File: src/rtl/alu_cmd_sequencer.sv
`default_nettype none
// ============================================================================
// Module   : alu_cmd_sequencer
// Brief    : Accepts ALU commands, drives a registered operand/select bus to an
//            external combinational ALU and queues {result, carry, tag} in a
//            response FIFO. Optional macro ALU_SEQ_STATS_EN enables op_count.
// Revision : 1.0 - initial release
// ============================================================================
module alu_cmd_sequencer #(
    parameter int FIFO_DEPTH = 4
) (
    input  logic        clk,
    input  logic        rst_n,
    input  logic        cmd_valid,
    output logic        cmd_ready,
    input  logic [3:0]  cmd_op,
    input  logic [31:0] cmd_a,
    input  logic [31:0] cmd_b,
    input  logic [3:0]  cmd_tag,
    output logic [31:0] alu_a,
    output logic [31:0] alu_b,
    output logic [3:0]  alu_sel,
    input  logic [63:0] alu_out,
    input  logic        alu_carry,
    output logic        rsp_valid,
    input  logic        rsp_ready,
    output logic [63:0] rsp_data,
    output logic        rsp_carry,
    output logic [3:0]  rsp_tag,
    output logic [15:0] op_count
);

    localparam int PTR_W   = (FIFO_DEPTH > 1) ? $clog2(FIFO_DEPTH) : 1;
    localparam int CNT_W   = PTR_W + 1;
    localparam int ENTRY_W = 64 + 1 + 4;

    localparam logic [0:0]       c_IDLE  = 1'b0;
    localparam logic [0:0]       c_ISSUE = 1'b1;
    localparam logic [CNT_W-1:0] c_DEPTH = CNT_W'(FIFO_DEPTH);

    logic [0:0]         r_state;
    logic               r_ready_en;
    logic [3:0]         r_tag;
    logic [ENTRY_W-1:0] r_mem [FIFO_DEPTH];
    logic [PTR_W-1:0]   r_wr_ptr;
    logic [PTR_W-1:0]   r_rd_ptr;
    logic [CNT_W-1:0]   r_count;

    logic w_accept;
    logic w_push;
    logic w_pop;

    // r_ready_en keeps cmd_ready low until the first edge after reset release
    assign cmd_ready = r_ready_en && (r_state == c_IDLE) && (r_count < c_DEPTH);
    assign w_accept  = cmd_valid && cmd_ready;
    assign w_push    = (r_state == c_ISSUE);
    assign rsp_valid = (r_count != '0);
    assign w_pop     = rsp_valid && rsp_ready;

    // Head is masked when empty so stale storage never shows on the outputs
    assign {rsp_data, rsp_carry, rsp_tag} = rsp_valid ? r_mem[r_rd_ptr] : '0;

    always_ff @(posedge clk or negedge rst_n) begin
        if (!rst_n) begin
            r_state    <= c_IDLE;
            r_ready_en <= 1'b0;
            alu_a      <= '0;
            alu_b      <= '0;
            alu_sel    <= '0;
            r_tag      <= '0;
        end else begin
            r_ready_en <= 1'b1;
            case (r_state)
                c_IDLE: begin
                    if (w_accept) begin
                        r_state <= c_ISSUE;
                        alu_a   <= cmd_a;
                        alu_b   <= cmd_b;
                        alu_sel <= cmd_op;
                        r_tag   <= cmd_tag;
                    end
                end
                default: r_state <= c_IDLE;
            endcase
        end
    end

    always_ff @(posedge clk or negedge rst_n) begin
        if (!rst_n) begin
            r_wr_ptr <= '0;
            r_rd_ptr <= '0;
            r_count  <= '0;
        end else begin
            if (w_push) begin
                r_wr_ptr <= r_wr_ptr + PTR_W'(1);
            end
            if (w_pop) begin
                r_rd_ptr <= r_rd_ptr + PTR_W'(1);
            end
            case ({w_push, w_pop})
                2'b10:   r_count <= r_count + CNT_W'(1);
                2'b01:   r_count <= r_count - CNT_W'(1);
                default: r_count <= r_count;
            endcase
        end
    end

    always_ff @(posedge clk) begin
        if (w_push) begin
            r_mem[r_wr_ptr] <= {alu_out, alu_carry, r_tag};
        end
    end

`ifdef ALU_SEQ_STATS_EN
    logic [15:0] r_op_count;

    always_ff @(posedge clk or negedge rst_n) begin
        if (!rst_n) begin
            r_op_count <= '0;
        end else if (w_pop && (r_op_count != 16'hFFFF)) begin
            r_op_count <= r_op_count + 16'd1;
        end
    end

    assign op_count = r_op_count;
`else
    assign op_count = '0;
`endif

endmodule

`default_nettype wire
File: config.mk
export PLATFORM = sky130hd
export DESIGN_NAME = alu_cmd_sequencer
export DESIGN_NICKNAME = d
export VERILOG_FILES = /design/src/rtl/alu_cmd_sequencer.sv
export SDC_FILE = /design/constraint.sdc
export NUM_CORES = 1
export LEC_CHECK = 0
export ABC_AREA = 1
export CAP_MARGIN = 5
export CORE_MARGIN = 3
export CORE_UTILIZATION = 50
export CTS_BUF_LIST = sky130_fd_sc_hd__clkbuf_8
export DETAILED_ROUTE_END_ITERATION = 8
export GPL_TIMING_DRIVEN = 1
export PLACE_DENSITY = 0.88
export SYNTH_ARGS = -nofsm -noshare
export SYNTH_HDL_FRONTEND = slang
export SYNTH_SLANG_ARGS = --single-unit
File: constraint.sdc
create_clock -name clk -period 5.7 [get_ports clk]
set_input_delay 0.855 -clock clk [delete_from_list [all_inputs] [get_ports clk]]
set_output_delay 0.855 -clock clk [all_outputs]
set_load 0.05 [all_outputs]
After elaboration in Yosys (flattened, before gate mapping)
Memories as Yosys holds them, arrays and structs flattened.
Cells that the tools add are included.

operators by class
  $add $sub $neg = 4
  $lt $le $gt $ge = 1
  eq/ne operators = 2
  multiplexer cells = 6
  bitwise logic cells = 1
  reduce and logical (&&, ||, !) cells = 7

operators with widths
  cell                                                 count
  two-way mux 69 bit                                   1
  one-hot mux 3 bit (2 select lines)                   1
  adder 2 x 1 -> 2 bit, second input constant          2
  logical AND 1 bit                                    4
  two-way mux 1 bit                                    4
  adder 3 x 1 -> 3 bit, second input constant          1
  less-than comparator 3 bit, second input constant    1
  nonzero test 3 bit                                   1
  subtractor 3 x 1 -> 3 bit, second input constant     1
  equality test 2 x 1 -> 1 bit, second input constant  1
  equality test 2 bit, second input constant           1
  AND reduction 2 bit                                  1
  nonzero test 2 bit                                   1
  inverter 1 bit                                       1

storage, ports and cells
  register bits after elaboration = 81
  memory bits (writable) = 276
  input bits = 141
  output and inout bits = 155
  logic and storage cells = 31
  memories = 1

memories
  name   words  width  read ports  clocked after Yosys merged registers in  write ports  line  source
  r_mem  4      69     1           0                                        1            44    logic [ENTRY_W-1:0] r_mem [FIFO_DEPTH];

Depth between registers and ports, before layout
Gate-level depths: netlist of the first run.

  depth in word-level cells = 6
  gate-level depth with buffers = 12

Worst setup path before layout of the first run
No wires, ideal clock.

  path type = register to output
  from = register r_count[0]
  to = output rsp_data[53]
  data arrival time = 1,884 ps
  required time = 4,845 ps
  path slack = 2,961 ps
  stages on the path, launching flop included = 7
  buffers on the path = 2
  path through = dfrtp_1 > inv_1 > nand3_2 > inv_2 > buf_2 > buf_2 > a21oi_1

between the ends
  word-level cells in the longest chain between the ends = 2

RTL lines
  what                    line  source
  start, declared         47    logic [CNT_W-1:0] r_count;
  start signal, assigned  101   2'b10: r_count <= r_count + CNT_W'(1);
  start signal, assigned  102   2'b01: r_count <= r_count - CNT_W'(1);
  start signal, assigned  103   default: r_count <= r_count;
  nonzero test 3 bit      57    assign rsp_valid = (r_count != '0);
  via rsp_valid           25    output logic rsp_valid,
  two-way mux 69 bit      61    assign {rsp_data, rsp_carry, rsp_tag} = rsp_valid ? r_mem[r_rd_ptr] : '0;
  end, declared           27    output logic [63:0] rsp_data,

The timed path passes the listed nets, and every way through them passes these cells.

Worst setup path in the final report of the first run
  from = register r_rd_ptr[0]
  to = output rsp_data[8]

between the ends
  word-level cells in the longest chain between the ends = 2

RTL lines
  what                      line  source
  start, declared           46    logic [PTR_W-1:0] r_rd_ptr;
  start signal, assigned    98    r_rd_ptr <= r_rd_ptr + PTR_W'(1);
  memory read (4 x 69 bit)  -
  two-way mux 69 bit        61

Every way passes these cells.

==> results of run 1 <==
## power by group through the flow
stage                     Combinational [mW]  Sequential (mW)  Clock (mW)
after floorplan                         3.05             4.37           0
after global placement                  5.66             3.57           0
after detailed placement                5.74             3.59           0
after CTS                               5.77             3.55        1.94
after global routing                    6.10             3.60        2.06
final                                   5.75             3.55        1.89
## worst reg2reg max path: cells and delay by family, from the launching register on
kind | cells | cell delay (ns)
buffers and inverters | 3 | 1.15
adder cells (fa/ha/maj) | 1 | 0.14
AND/OR/NAND/NOR | 1 | 0.06
flip-flops | 1 | 0.42
## per-layer routing
metal	global-route usage (%)	routed length (um)	vias to the layer above	part of all wire, %
li1	-	-	5109	-
met4	9.407	1085	0	3.1
met3	7.433	4078	87	12
met1	24.91	12670	5055	36
met2	36.77	16950	562	49
met5	0	0	-	0
## layout make-up
type / count / area (um^2)
clock buffer: 56 / 770.7
sequential: 357 / 10320
fill: 2086 / 10150
inverter: 294 / 1107
clock inverter: 36 / 203.9
multi-input combinational: 749 / 3178
tap: 384 / 480.5
antenna: 2 / 5.005
timing repair buffer: 290 / 2873
## sequential cells by signal (all words and copies together), names as in the netlist
register    count
r_tag           4
alu_sel         4
r_state         1
r_wr_ptr        2
r_rd_ptr        2
r_ready_en      1
alu_a          32
alu_b          32
r_count         3
r_mem         276
## metrics by stage
stage | hold WS (ns) | instances | worst slack [ns] | utilization, %
floorplan | 0.4465 | 1484 | 2.961 | -
global placement | 0.4608 | 2074 | 1.809 | 61.73
detailed placement | 0.4642 | 2074 | 1.727 | 61.73
CTS | 0.08793 | 2166 | 1.097 | 65.08
global route | 0.09756 | 2166 | 0.9059 | 65.08
finish | 0.1171 | 2168 | 1.132 | 65.10
## worst paths after layout
path | endpoint | slack (ns) | depth (start not counted)
setup / recovery | rsp_data[8] | 1.13 | 6
hold / removal | r_rd_ptr[0] | 0.12 | 1
setup reg to reg | r_mem[2][8] | 3.50 | 5
hold reg to reg | r_count[0] | 0.47 | 1
max in group asynchronous | r_tag[1] | 4.43 | 2
min in group clk | r_count[0] | 0.47 | 1
## cells in the final DEF (no fill, tap or decap), types with 2 or more instances in the layout
cell type / n
o21ai_0: 3
nand2_1: 507
dfrtp_1: 79
inv_1: 306
a21oi_1: 69
inv_2: 8
conb_1: 17
clkinv_1: 7
clkinv_2: 4
clkdlybuf4s50_1: 278
bufinv_16: 2
buf_4: 12
ha_1: 5
diode_2: 2
nand3_1: 140
edfxtp_1: 276
clkbuf_8: 56
xnor2_1: 2
## synth_stat cells (all sizes together)
cell and count:
a21oi 69, buf 62, clkbuf 22, clkinv 1, conb 2, dfrtp 81
edfxtp 276, fa 1, ha 5, inv 293, nand2 507, nand3 141
nand4 2, nor2 1, o21ai 3, xnor2 2, xor2 1
## cells by family (layout without fill, tap and decap cells)
| group | after synthesis | count (layout) | synth area share (%) |
|---|---|---|---|
| simple gates | 651 | 651 | 17.64 |
| other cells | 2 | 19 | 0.05009 |
| flops | 357 | 357 | 68.80 |
| buf+inv | 378 | 676 | 10.38 |
| fa+ha+maj | 6 | 6 | 0.5508 |
| xor+xnor | 3 | 3 | 0.1753 |
| compound gates | 72 | 72 | 2.403 |
==> results.ini, run 1 <==
[clock_tree]
cts_setup_buffers=0
cts_resized=0
cts.reportedPaths.clkPinSlew_ns=0.06
clk_latency_ns=0.56
cts_htree_levels=2
clkSinkCount=357
cts.path.max_buffers=3
postCtsHoldBufs=0
cts_tree=built
cts_root_buf=clkbuf_8
cts_made_buffers=54

[power_and_ir_drop]
pwr-share-clk_pct=16.9
cellLeakagePower_nw=8.538
sw_frac_of_total_pct=46.50
p_int_mw=5.987
p_per_area_nw_per_um2=590.9
p_sw_mw=5.204
finalPower_mw=11.19
p_comb_share_pct=51.3
ir_drop_mv=0.4248
p_seq_share_pct=31.7

[route]
dr_total_vias=10810
drtIter0Drc=887
wirelength_um=34790
vias_per_cell=4.988
dr.pass1.iters=5
wl_per_cell_um=16.05
postRouteAntennaNets=0
drc=0

[critical_path]
crit_path_start_kind=flip-flop
reg2reg_from=r_wr_ptr[0]
critical-path-max-stage-delay_ns=0.80
worst_path_max_delay_cell=inv_4
path_delay_family=buffers and inverters
criticalPathCategory=flip-flop to output pin
path_cells=inv_4, buf_4, nand2_1, nand3_1, a21oi_1, clkdlybuf4s50_1
cp_max_fo=98
critPathLaunch=r_rd_ptr[0]
required_ns=4.85
crit_buf_inv=3
critPathCaptureType=output pin
arrival_ns=3.71

[final_layout]
drive_gt1_share_pct=4.994
fin_area_um2=18940
final_net_count=1893
syn_to_final_growth_pct=26.31

[synth]
yosysTopAreaCellShare_pct=55.28
synth_area_um2=14990
syn_inst=1469
ys_seq_elements=357
avgSynthCellArea_um2=10.21
ys_seq_area_share_pct=68.80
ys_types=22
synthTopCellsByArea=edfxtp_1, dfrtp_1, nand2_1
yosys_warnings=0
yosysTopAreaCell=edfxtp_1

[sta]
maxSlewHeadroom_pct=28.81
finalSetupViolations=0
period_share_pct=80.14
skew_ns=0.01667
max_freq_mhz=218.9
rsz0062_at_grt=false
fin_setup_tns_ns=0
final.min_clock_period_ns=4.568
finalMaxSlewViolations=0
hold_viol_final=0
tightestPinTransition_ns=1.068

[floorplan]
rows=62
num_io_pins=296
initial_core_util_pct=51.54
die_w_um=179.2
core_um2=29090
fp.dieArea_um2=32100
fp.dieH_um=179.2

[place]
place.gp.congestion=0.7618
placedInstanceArea_um2=17960
hpwlAfterDp_um=21710
io_buffer_count=279

[flow_run]
cap_violations=0

[global_route]
antenna_found_initial=1
grt_max_degree=99
grt_usage_pct=21.63
overflow=0
grt_pass1_wl_um=54430
grt_pass1_vias=11250

[hold_path]
hold_path.class=input port to asynchronous set/reset pin

[run_status]
status=finished, final reports clean

Note: power is estimated with default switching activity, not from simulation.
==> run 2, diff against run 1 <==
--- a/config.mk
+++ b/config.mk
@@ -8,7 +8,7 @@
 export ABC_AREA = 1
 export CAP_MARGIN = 5
 export CORE_MARGIN = 3
-export CORE_UTILIZATION = 50
+export CORE_UTILIZATION = 48
 export CTS_BUF_LIST = sky130_fd_sc_hd__clkbuf_8
 export DETAILED_ROUTE_END_ITERATION = 8
 export GPL_TIMING_DRIVEN = 1
==> constraint.sdc (replaced) <==
create_clock -name clk -period 3.71 [get_ports clk]
set_input_delay 0.5565 -clock clk [delete_from_list [all_inputs] [get_ports clk]]
set_output_delay 0.5565 -clock clk [all_outputs]
set_load 0.05 [all_outputs]
==> results.ini, run 2 (synthesized netlist as in run 1, its figures left out) <==
[final_layout]
ff_latch_area_um2=10320  ; unchanged
largest_reg_flops=276  ; unchanged
n_fill_cell=2173  ; was 2086
final_cell_mix=nand2_1, inv_1, edfxtp_1  ; was nand2_1, inv_1, clkdlybuf4s50_1
top_regs=r_mem (276), alu_a (32), alu_b (32)  ; unchanged
syn_to_final_growth_pct=29.68  ; was 26.31%
antennaDiodeCount=0  ; was 2
stdcell_count=2196  ; was 2168
fin_util_pct=63.40  ; was 65.10%
final_net_count=1899  ; was 1893
multi_input_area_um2=3178  ; unchanged
max_flop_register=r_mem  ; unchanged
fin_area_um2=19440  ; was 18940 um^2
layout_commonest_cell=nand2_1  ; unchanged
drive_gt1_share_pct=9.667  ; was 4.994%

[place]
io_buffer_count=279  ; unchanged
hpwlAfterDp_um=22980  ; was 21710 um
placedInstanceArea_um2=18360  ; was 17960 um^2
placedCellCount=2090  ; was 2074
place.gp.congestion=0.8335  ; was 0.7618

[route]
vias_per_cell=4.939  ; was 4.988
dr.pass1.iters=5  ; unchanged
wl_per_cell_um=16.39  ; was 16.05 um
drtIter0Drc=836  ; was 887
postRouteAntennaNets=0  ; unchanged
drc=0  ; unchanged
wirelength_um=35990  ; was 34790 um
dr_total_vias=10850  ; was 10810

[global_route]
grt_max_degree=91  ; was 99
grt_usage_pct=21.23  ; was 21.63%
grt_pass1_vias=11240  ; was 11250
overflow=0  ; unchanged
grt_pass1_wl_um=56830  ; was 54430 um
antenna_found_initial=2  ; was 1

[sta]
finalMaxSlewViolations=0  ; unchanged
maxSlewHeadroom_pct=35.69  ; was 28.81%
hold_viol_final=0  ; unchanged
max_freq_mhz=313.6
tightestPinTransition_ns=0.9646  ; was 1.068 ns
rsz0062_at_grt=false  ; unchanged
skew_ns=0.02404  ; was 0.01667 ns
period_share_pct=85.94
final.min_clock_period_ns=3.188
finalSetupViolations=0  ; unchanged
fin_setup_tns_ns=0  ; unchanged

[flow_run]
cap_violations=0  ; unchanged

[floorplan]
die_w_um=182.7  ; was 179.2 um
fp.dieArea_um2=33390  ; was 32100 um^2
initial_core_util_pct=48.89  ; was 51.54%
core_um2=30670  ; was 29090 um^2
rows=64  ; was 62
fp.dieH_um=182.7  ; was 179.2 um
num_io_pins=296  ; unchanged

[critical_path]
critPathCaptureType=output pin  ; unchanged
rrSetupSlack_ns=1.70  ; was 3.50 ns
criticalPathCategory=flip-flop to output pin  ; unchanged
cp_max_fo=65  ; was 98
arrival_ns=2.63  ; was 3.71 ns
crit_path_start_kind=flip-flop  ; unchanged
worst_path_max_delay_cell=inv_4  ; unchanged
critical-path-max-stage-delay_ns=0.52  ; was 0.80 ns
required_ns=3.15  ; was 4.85 ns
path_cells=inv_4, buf_4, nand2_1, nand3_1, a21oi_1, buf_12  ; was inv_4, buf_4, nand2_1, nand3_1, a21oi_1, clkdlybuf4s50_1

[power_and_ir_drop]
ir_drop_mv=0.7343  ; was 0.4248 mV
p_per_area_nw_per_um2=939.9  ; was 590.9 nW/um^2
cellLeakagePower_nw=8.852  ; was 8.538 nW
finalPower_mw=18.28  ; was 11.19 mW

[run_status]
status=finished, final reports clean  ; unchanged

[clock_tree]
cts_root_buf=clkbuf_8  ; unchanged
postCtsHoldBufs=0  ; unchanged
cts_setup_buffers=0  ; unchanged
clkSinkCount=357  ; unchanged
cts_resized=0  ; unchanged
clk_latency_ns=0.58  ; was 0.56 ns
cts_tree=built  ; unchanged
cts.reportedPaths.clkPinSlew_ns=0.06  ; about the same
cts_htree_levels=2  ; unchanged
cts_made_buffers=56  ; was 54
cts.path.max_buffers=3  ; unchanged

[hold_path]
hold_path.class=input port to asynchronous set/reset pin  ; unchanged

run 2: cell count changes in the layout (fill, tap and decap cells not counted), moves of 5 or more:
cell,previous run,this run
clkdlybuf4s50_1,278,209
inv_1,306,301
buf_4,12,43
clkinv_2,4,16
clkinv_1,7,14
buf_12,0,42
run 2: layout make-up:
type	instances	share of cell area, %
Sequential cell	357	53.08
Inverter	294	5.721
Multi-Input combinational cell	749	16.34
Clock buffer	60	4.247
Timing Repair Buffer	294	16.74
Tap cell	396	2.548
Clock inverter	46	1.319
run 2: final timing paths:
| check | end | start | cells past startpoint |
|---|---|---|---|
| setup / recovery | rsp_data[7] | r_rd_ptr[0] | 6 |
| hold / removal | r_count[1] | rst_n | 1 |
| setup reg to reg | r_mem[1][56] | r_wr_ptr[0] | 4 |
| hold reg to reg | r_count[0] | r_count[0] | 1 |
| max in group asynchronous | r_tag[0] | rst_n | 2 |
| min in group clk | r_count[0] | r_count[0] | 1 |
run 2: layer usage:
layer  global-route usage (%)  vias up  wire length (um)  share of wire [%]
met3                    6.525       75              3873                 11
li1                         -     5126                 -                  -
met5                        0        -                27              0.075
met2                    37.18      493             18140                 50
met1                    25.17     5148             13110                 36
met4                    6.764        4               839                2.3
run 2: per-stage QoR:
stage	hold WS (ns)	setup slack (ns)
4_1_cts	0.08274	0.5011
3_5_place_dp	0.4641	1.133
2_1_floorplan	0.2609	1.270
5_1_grt	0.1213	0.3349
6_report	0.09179	0.5216
3_3_place_gp	0.4607	1.194
run 2: worst max-delay path: cells and delay by family (launching register included):
family	cells	cell delay (ns)
buf+inv	3	1.17
compound gates	1	0.13
simple gates	2	0.22
flops	1	0.50
run 2: power breakdown:
group | switching [mW] | total, mW | leakage, nW | internal [mW]
clock network | 1.49 | 3.13 | 0.627 | 1.64
registers | 0.353 | 5.39 | 3.50 | 5.04
logic | 6.49 | 9.75 | 4.73 | 3.26
total | 8.33 | 18.3 | 8.85 | 9.94
